===== src/rtl/ccu_ctrl_snoop_unit.sv =====
// -----------------------------------------------------------------------------
// ccu_ctrl_snoop_unit
//
// Snoop-data unit of the CCU control path. Once the control decoder resolves a
// snooped read, this block either forwards the cache line of the first
// data-carrying snoop responder onto the initiator's R channel (with ACE
// IsShared/PassDirty in resp[3:2]) or returns a single-beat acknowledge for an
// invalidating read. CD data from every other responder that announced a data
// transfer is accepted and discarded, so no snooped master is left stalled.
//
// Ports:
//   clk_i, rst_i          clock, synchronous active-high reset
//   su_valid_i/su_ready_o operation handshake from the decoder
//   su_op_i               READ_SNP_DATA or SEND_INVALID_ACK_R
//   ccu_req_holder_i      held initiator request (ar.id is used)
//   data_available_i      per-port CR DataTransfer flags
//   first_responder_i     port whose CD data is forwarded
//   shared_i, dirty_i     ORed CR IsShared / PassDirty
//   cd_valid_i/cd_data_i/cd_last_i/cd_ready_o  per-port CD channels
//   r_o, r_valid_o, r_ready_i                  initiator R channel
// -----------------------------------------------------------------------------
package ccu_ctrl_snoop_unit_pkg;

  typedef enum logic [0:0] {
    READ_SNP_DATA      = 1'b0,
    SEND_INVALID_ACK_R = 1'b1
  } su_op_e;

  // Default channel types sized for 4 ports, 4-bit slave IDs, 64-bit data.
  localparam int unsigned DefIdW = 6;

  typedef struct packed {
    logic [DefIdW-1:0] id;
    logic [63:0]       addr;
    logic [7:0]        len;
  } def_ar_chan_t;

  typedef struct packed {
    def_ar_chan_t ar;
    logic         ar_valid;
    logic         r_ready;
  } def_req_t;

  typedef struct packed {
    logic [DefIdW-1:0] id;
    logic [63:0]       data;
    logic [3:0]        resp;
    logic              last;
  } def_r_chan_t;

endpackage

module ccu_ctrl_snoop_unit
  import ccu_ctrl_snoop_unit_pkg::*;
#(
  parameter int unsigned DcacheLineWidth = 128,
  parameter int unsigned AxiDataWidth    = 64,
  parameter int unsigned NoMstPorts      = 4,
  parameter int unsigned SlvAxiIDWidth   = 4,
  parameter type         mst_req_t       = def_req_t,
  parameter type         mst_r_chan_t    = def_r_chan_t,
  localparam int unsigned MstIdxBits     = (NoMstPorts > 1) ? $clog2(NoMstPorts) : 1
) (
  input  logic                             clk_i,
  input  logic                             rst_i,
  input  logic                             su_valid_i,
  output logic                             su_ready_o,
  input  su_op_e                           su_op_i,
  input  mst_req_t                         ccu_req_holder_i,
  input  logic [NoMstPorts-1:0]            data_available_i,
  input  logic [MstIdxBits-1:0]            first_responder_i,
  input  logic                             shared_i,
  input  logic                             dirty_i,
  input  logic [NoMstPorts-1:0]            cd_valid_i,
  input  logic [NoMstPorts*AxiDataWidth-1:0] cd_data_i,
  input  logic [NoMstPorts-1:0]            cd_last_i,
  output logic [NoMstPorts-1:0]            cd_ready_o,
  output mst_r_chan_t                      r_o,
  output logic                             r_valid_o,
  input  logic                             r_ready_i
);

  localparam int unsigned LineWords = DcacheLineWidth / AxiDataWidth;
  localparam int unsigned CntW      = (LineWords > 1) ? $clog2(LineWords) : 1;
  localparam int unsigned IdWidth   = SlvAxiIDWidth + MstIdxBits;
  localparam logic [CntW-1:0] LastBeat = CntW'(LineWords - 1);

  typedef enum logic [1:0] {
    IDLE      = 2'd0,
    SEND_DATA = 2'd1,
    SEND_ACK  = 2'd2,
    DRAIN     = 2'd3
  } state_e;

  state_e                  state_q;
  logic [IdWidth-1:0]      id_q;
  logic [MstIdxBits-1:0]   first_q;
  logic                    shared_q;
  logic                    dirty_q;
  logic [NoMstPorts-1:0]   drain_pending_q;
  logic [NoMstPorts-1:0]   drain_pending_d;
  logic [CntW-1:0]         beat_cnt_q;
  mst_r_chan_t             r_q;
  logic                    r_valid_q;

  logic [AxiDataWidth-1:0] cd_word_s [NoMstPorts];
  logic [NoMstPorts-1:0]   cd_ready_s;
  logic [NoMstPorts-1:0]   drain_done_s;
  logic [NoMstPorts-1:0]   first_mask_s;
  logic                    fwd_hs_s;
  mst_r_chan_t             r_data_beat_s;
  mst_r_chan_t             r_ack_beat_s;

  // Only ar.id of the held request matters here.
  logic unused_req_s;
  assign unused_req_s = ^ccu_req_holder_i;

  // Split the flat CD data bus into per-port words.
  always_comb begin
    for (int i = 0; i < int'(NoMstPorts); i++) begin
      cd_word_s[i] = cd_data_i[i*AxiDataWidth +: AxiDataWidth];
    end
  end

  // One-hot mask of the incoming first responder, removed from the drain set.
  always_comb begin
    first_mask_s = '0;
    first_mask_s[first_responder_i] = 1'b1;
  end

  // CD ready generation, drain bookkeeping and forward-beat handshake.
  always_comb begin
    cd_ready_s   = '0;
    drain_done_s = '0;
    fwd_hs_s     = 1'b0;
    if ((state_q == SEND_DATA) || (state_q == DRAIN)) begin
      // Drained ports are always ready; their data is simply dropped.
      cd_ready_s   = drain_pending_q;
      drain_done_s = drain_pending_q & cd_valid_i & cd_last_i;
    end else begin
      cd_ready_s   = '0;
      drain_done_s = '0;
    end
    if (state_q == SEND_DATA) begin
      // Accept a forwarded beat only when the R register is free or emptying.
      cd_ready_s[first_q] = ~r_valid_q | r_ready_i;
      fwd_hs_s            = cd_valid_i[first_q] & (~r_valid_q | r_ready_i);
    end else begin
      fwd_hs_s = 1'b0;
    end
    drain_pending_d = drain_pending_q & ~drain_done_s;
  end

  // R beat contents for a forwarded data word and for the invalidate ack.
  always_comb begin
    r_data_beat_s      = '0;
    r_data_beat_s.id   = id_q;
    r_data_beat_s.data = cd_word_s[first_q];
    r_data_beat_s.resp = {shared_q, dirty_q, 2'b00};
    r_data_beat_s.last = (beat_cnt_q == LastBeat);

    r_ack_beat_s       = '0;
    r_ack_beat_s.id    = ccu_req_holder_i.ar.id;
    r_ack_beat_s.resp  = 4'b0000;
    r_ack_beat_s.last  = 1'b1;
  end

  // Control FSM together with the latched request fields and the R register.
  always_ff @(posedge clk_i) begin
    if (rst_i) begin
      state_q         <= IDLE;
      id_q            <= '0;
      first_q         <= '0;
      shared_q        <= 1'b0;
      dirty_q         <= 1'b0;
      drain_pending_q <= '0;
      beat_cnt_q      <= '0;
      r_q             <= '0;
      r_valid_q       <= 1'b0;
    end else begin
      // A handshake empties the register; a load later in this block wins.
      if (r_valid_q && r_ready_i) begin
        r_valid_q <= 1'b0;
      end else begin
        r_valid_q <= r_valid_q;
      end
      drain_pending_q <= drain_pending_d;

      case (state_q)
        IDLE: begin
          if (su_valid_i) begin
            id_q       <= ccu_req_holder_i.ar.id;
            first_q    <= first_responder_i;
            shared_q   <= shared_i;
            dirty_q    <= dirty_i;
            beat_cnt_q <= '0;
            case (su_op_i)
              SEND_INVALID_ACK_R: begin
                // Data announced with an invalidating read belongs to the
                // write-back path, so nothing is drained here.
                drain_pending_q <= '0;
                r_q             <= r_ack_beat_s;
                r_valid_q       <= 1'b1;
                state_q         <= SEND_ACK;
              end
              READ_SNP_DATA: begin
                drain_pending_q <= data_available_i & ~first_mask_s;
                state_q         <= SEND_DATA;
              end
              default: begin
                drain_pending_q <= '0;
                state_q         <= IDLE;
              end
            endcase
          end else begin
            state_q <= IDLE;
          end
        end

        SEND_DATA: begin
          if (fwd_hs_s) begin
            r_q        <= r_data_beat_s;
            r_valid_q  <= 1'b1;
            beat_cnt_q <= beat_cnt_q + CntW'(1);
            // After the last CD beat, DRAIN also covers the case with nothing
            // left to drain: it then just waits for the last R handshake.
            if (beat_cnt_q == LastBeat) begin
              state_q <= DRAIN;
            end else begin
              state_q <= SEND_DATA;
            end
          end else begin
            state_q <= SEND_DATA;
          end
        end

        DRAIN: begin
          if ((drain_pending_d == '0) && (!r_valid_q || r_ready_i)) begin
            state_q <= IDLE;
          end else begin
            state_q <= DRAIN;
          end
        end

        SEND_ACK: begin
          if (r_valid_q && r_ready_i) begin
            state_q <= IDLE;
          end else begin
            state_q <= SEND_ACK;
          end
        end

        default: begin
          state_q <= IDLE;
        end
      endcase
    end
  end

  assign su_ready_o = (state_q == IDLE);
  assign cd_ready_o = cd_ready_s;
  assign r_o        = r_q;
  assign r_valid_o  = r_valid_q;

endmodule


===== config.mk =====
export PLATFORM = sky130hd
export DESIGN_NAME = ccu_ctrl_snoop_unit
export DESIGN_NICKNAME = d
export VERILOG_FILES = /design/src/rtl/ccu_ctrl_snoop_unit.sv
export SDC_FILE = /design/constraint.sdc
export NUM_CORES = 1
export LEC_CHECK = 0
export ABC_AREA = 0
export CORE_AREA = 2 2 169 171
export CTS_CLUSTER_SIZE = 24
export DETAILED_ROUTE_END_ITERATION = 16
export DIE_AREA = 0 0 171 173
export PLACE_DENSITY = 0.6
export SYNTH_ARGS = -nofsm -noshare
export SYNTH_HDL_FRONTEND = slang
export SYNTH_SLANG_ARGS = --single-unit
export TNS_END_PERCENT = 100

===== constraint.sdc =====
create_clock -name clk_i -period 5.85 [get_ports clk_i]
set_clock_uncertainty 0.15 [all_clocks]
set_input_delay 1.17 -clock clk_i [delete_from_list [all_inputs] [get_ports clk_i]]
set_output_delay 1.17 -clock clk_i [all_outputs]
set_load 0.01 [all_outputs]

# Word level (Yosys, flattened, before mapping)
# Index checks and enable logic that the tools add are counted.
[word_totals]
ff_bits = 93
out_inout_bits = 81
elab_cells = 84
in_bits = 357
[op_classes]
eq_ne = 6
n_reduce_logical = 13
n_mux = 36
n_lt_le_gt_ge = 5
add_sub_neg = 1
n_bitwise = 11
[ops]
columns = ["operator", "count"]
rows = [
  ["two-way mux 75 bit", 3],
  ["case mux 75 bit (2 select lines)", 1],
  ["binary-select mux 64 bit (select 2 bit)", 1],
  ["two-way mux 64 bit", 2],
  ["two-way mux 4 bit", 5],
  ["AND 4 bit", 4],
  ["two-way mux 1 bit", 10],
  ["two-way mux 2 bit", 5],
  ["inverter 4 bit", 2],
  ["case mux 2 bit (4 select lines)", 1],
  ["case mux 4 bit (2 select lines)", 1],
  ["< comparator 2 x 3 -> 1 bit (second input constant)", 2],
  ["bitwise mux 4 bit", 1],
  ["demux 1 bit (select 2 bit)", 2],
  ["== test 2 bit (second input constant)", 2],
  ["greater-or-equal comparator 2 x 1 -> 1 bit (second input constant)", 2],
  ["logical AND 1 bit", 4],
  ["zero test 4 bit", 1],
  ["inequality test 2 bit (second input constant)", 2],
  ["case mux 1 bit (2 select lines)", 2],
  ["case mux 2 bit (2 select lines)", 1],
  ["AND reduction 4 bit", 1],
  ["greater-or-equal comparator 3 bit (second input constant)", 1],
  ["inverter 2 -> 3 bit", 1],
  ["other kinds (13)", 15],
]

# Longest topological paths before layout
[depth]
word_depth = 9
depth_mapped = 7

# Least setup slack after synthesis
# No wires, ideal clock.
[synth_timing]
kind = "register to output"
from = "register first_q[1]"
to = "output port cd_ready_o[1]"
slack_ps = 2872
t_required_ps = 4530
stages_incl_launch_ff = 6
t_arrival_ps = 1658
n_path_buf = 3
cell_sequence = "dfxtp_1 > clkbuf_1 > clkbuf_1 > buf_1 > nor2_1 > a311oi_1"
[synth_between]
elab_chain_cells = 6
elab_cells_between_ends = 7
classes_between = "order compare (2); mux (4); reduce/logical (1)"
[synth_lines]
columns = ["item", "line_no", "source"]
rows = [
  ["start: declaration", "97", "logic [MstIdxBits-1:0] first_q;"],
  ["start signal: assignment", "193", "first_q <= first_responder_i;"],
  ["< comparator 2 x 3 -> 1 bit (implied by the code) / greater-or-equal comparator 2 x 1 -> 1 bit (equally long branches)", "146", "cd_ready_s[first_q] = ~r_valid_q | r_ready_i;"],
  ["logical AND 1 bit (implied by the code)", "146", ""],
  ["two-way mux 1 bit (implied by the code)", "146", ""],
  ["demux 1 bit (select 2 bit) *", "146", ""],
  ["bitwise mux 4 bit *", "146", ""],
  ["two-way mux 4 bit *", "144", "if (state_q == SEND_DATA) begin"],
  ["end: declaration", "77", "output logic [NoMstPorts-1:0] cd_ready_o,"],
]
# Mark *: on every way between the ends. The rest lies on a longest branch, timed or not.

# Worst setup path after layout
[layout_timing]
from = "input port r_ready_i"
to = "output port cd_ready_o[0]"
[layout_between]
elab_chain_cells = 3
[layout_lines]
columns = ["item", "line_no", "source"]
rows = [
  ["start: declaration", "80", "input logic r_ready_i"],
  ["bitwise OR 1 bit", "146", ""],
  ["bitwise mux 4 bit", "146", ""],
  ["two-way mux 4 bit", "144", ""],
]
# No other way between the ends.

==> results.cfg <==
[run_status]
status = finished clean

[synthesis]
synth_common_cells = 91 x dfxtp_1, 67 x a22o_1, 65 x mux4_2
synth_area_leader_cell = dfxtp_1
synthDistinctLibCells = 34
ys_ff_latch = 91
async_reset_ff_frac = 0
yosysTopAreaCellShare = 0.3877
synthCells = 382
ys_seq_area_frac = 0.3877
ys_warn_count = 0
yosysMostFrequentCell = dfxtp_1
synth_ff_type = dfxtp_1
syn_area_mm2 = 0.004698
synth_edf_count = 0
synthTopCellsByArea = dfxtp_1 39%, mux4_2 31%, a22o_1 12%
synth.avg_cell_area_um2 = 12.30

[global_route]
grt_start_max_net_pins = 71
grt_antenna_before_repair = 0
grt_overflow = 0
grt_pass1_wl_um = 29590
grt_pass1_vias = 4829
grt_util_all_layers = 0.1328

[placement]
place.gp.congestion = 0.7863
hpwl_um = 15630
numPortBuffers = 361

[timing]
whs_ns = 0.3051
setup-tns-final_ns = 0
clock.fmax_mhz = 243.2
hold_viol = 0
finalCritPeriodShare = 0.7030
maxSlewViolCount = 0
maxSlewHeadroom = 0.3093
rsz0062_at_grt = no
tightest_slew_ns = 1.036
setup-violations-final = 0
min_period_ns = 4.112

[setup_path]
slowest_stage = clkdlybuf4s50_1
endpoint_kind = output pin
crit_family = buffers and inverters
startpoint_type = input pin
slowest_delay_ns = 0.48
path_common_cell = clkdlybuf4s50_1
critical_path.max_fanout = 6
rrSetupSlack_ns = 2.50
crit_type = input pin to output pin
arrival_ns = 2.79
worstPathRequired_ns = 4.53
crit_chain = clkdlybuf4s50_1 > nor2b_1 > nand2_1 > o211a_1 > clkdlybuf4s50_1
crit_buf_inv = 2

[clock_tree]
h-tree-depth = 3
clock_latency_ns = 0.34
cts-root-buf = clkbuf_16
cts_tree = yes
cts_setup_buffers = 0
hold_buffers = 0
cts_resized = 0
clk_path_buf_depth = 2
clk_pin_slew_ns = 0.07
clkSinkCount = 91
numCtsBuffers = 9

[die]
core_mm2 = 0.02763
fp.dieH_um = 173
fp.dieArea_mm2 = 0.02958
die_w_um = 171
ios = 438
start_util = 0.1700
num_rows = 61

[finish]
finalNetCount = 1076
drive_gt1_frac = 0.1217
areaGrowthSynthToFinish_pct = 90.12
diodes = 0
fillerInstances = 2831

[drt]
drt-initial-drc-count = 194
ant_nets = 0
routed_wl_um = 20580
drc = 0
first_pass_iters = 4
vias = 4713
post_drt_wl_per_cell_um = 18.69
vias_per_cell = 4.281

[worst_hold_path]
hp-class = register to register

[power]
peakVddDrop_uv = 105.6
report.power.total_mw = 1.766
power_density_mw_per_mm2 = 197.7
p_leak_nw = 3.054

[job]
cap_viol_max_count = 0
[registers in the layout, indices dropped and copies added (netlist names)]
signal / flops
state_q: 2
r_valid_o: 1
id_q: 6
first_q: 2
beat_cnt_q: 1
dirty_q: 1
r_o: 73
shared_q: 1
drain_pending_q: 4
[cell type report]
cell class | count | area (um2) | area share
Timing Repair Buffer | 366 | 3664 | 0.4101
Multi-Input combinational cell | 249 | 2675 | 0.2995
Sequential cell | 91 | 1829 | 0.2048
Tap cell | 378 | 473.0 | 0.05295
Clock buffer | 11 | 232.7 | 0.02605
Clock inverter | 4 | 51.30 | 0.005743
Inverter | 2 | 7.507 | 0.0008405
[power by group]
part / switching [mW] / total, mW / internal (mW)
logic: 0.158 / 0.482 / 0.324
clock network: 0.260 / 0.590 / 0.330
registers: 0.0423 / 0.694 / 0.651
[worst paths after layout]
| check | start | endpoint | depth (start not counted) |
|---|---|---|---|
| worst max register to register | first_q[1] | r_o[65] | 5 |
| worst max-delay path | r_ready_i | cd_ready_o[0] | 5 |
| worst min-delay path | id_q[5] | id_q[5] | 2 |
| worst min register to register | id_q[5] | id_q[5] | 2 |
[stage by stage]
step	util	std cells	setup slack, ns	cell area (um2)
finish	0.3233	1101	1.738	8932
global route	0.3233	1101	1.636	8932
CTS	0.3233	1101	1.743	8932
detailed placement	0.3130	1086	1.721	8648
global placement	0.3130	1086	1.749	8648
floorplan	-	383	2.872	4702
[cells by family after synthesis]
family / after synthesis / synth area share
and+or+nand+nor: 75 / 0.07164
AOI/OAI and AO/OA: 107 / 0.1830
DFF: 91 / 0.3878
muxes: 65 / 0.3116
buffers and inverters: 43 / 0.04527
other: 1 / 0.0007982
[worst reg2reg max path, cell delays in order, from the launching register on]
cell and delay [ns]:
dfxtp_4 0.98, mux4_2 0.47, a32o_2 0.41, nor2_4 0.80
buf_12 0.31, a22o_1 0.19
[cells in the final DEF, fill, tap and decap left out, types with 3 or more instances in the layout]
master             n
a21oi_1           18
a22o_1            67
a311oi_1           7
buf_4              4
clkbuf_16          9
clkdlybuf4s50_1  361
dfxtp_1           89
mux4_2            65
nand2_1           39
nand2b_1           4
nand3_1            7
nor2_1            13
nor2b_1            3
[routing by layer]
layer / vias to the layer above / share of wire / GRT usage
met4: 0 / 0.012 / 0.03460
li1: 2204 / - / -
met5: - / 0 / 0
met3: 14 / 0.095 / 0.03983
met2: 236 / 0.47 / 0.2280
met1: 2259 / 0.42 / 0.1608
Power figures use the tool's default switching activity.
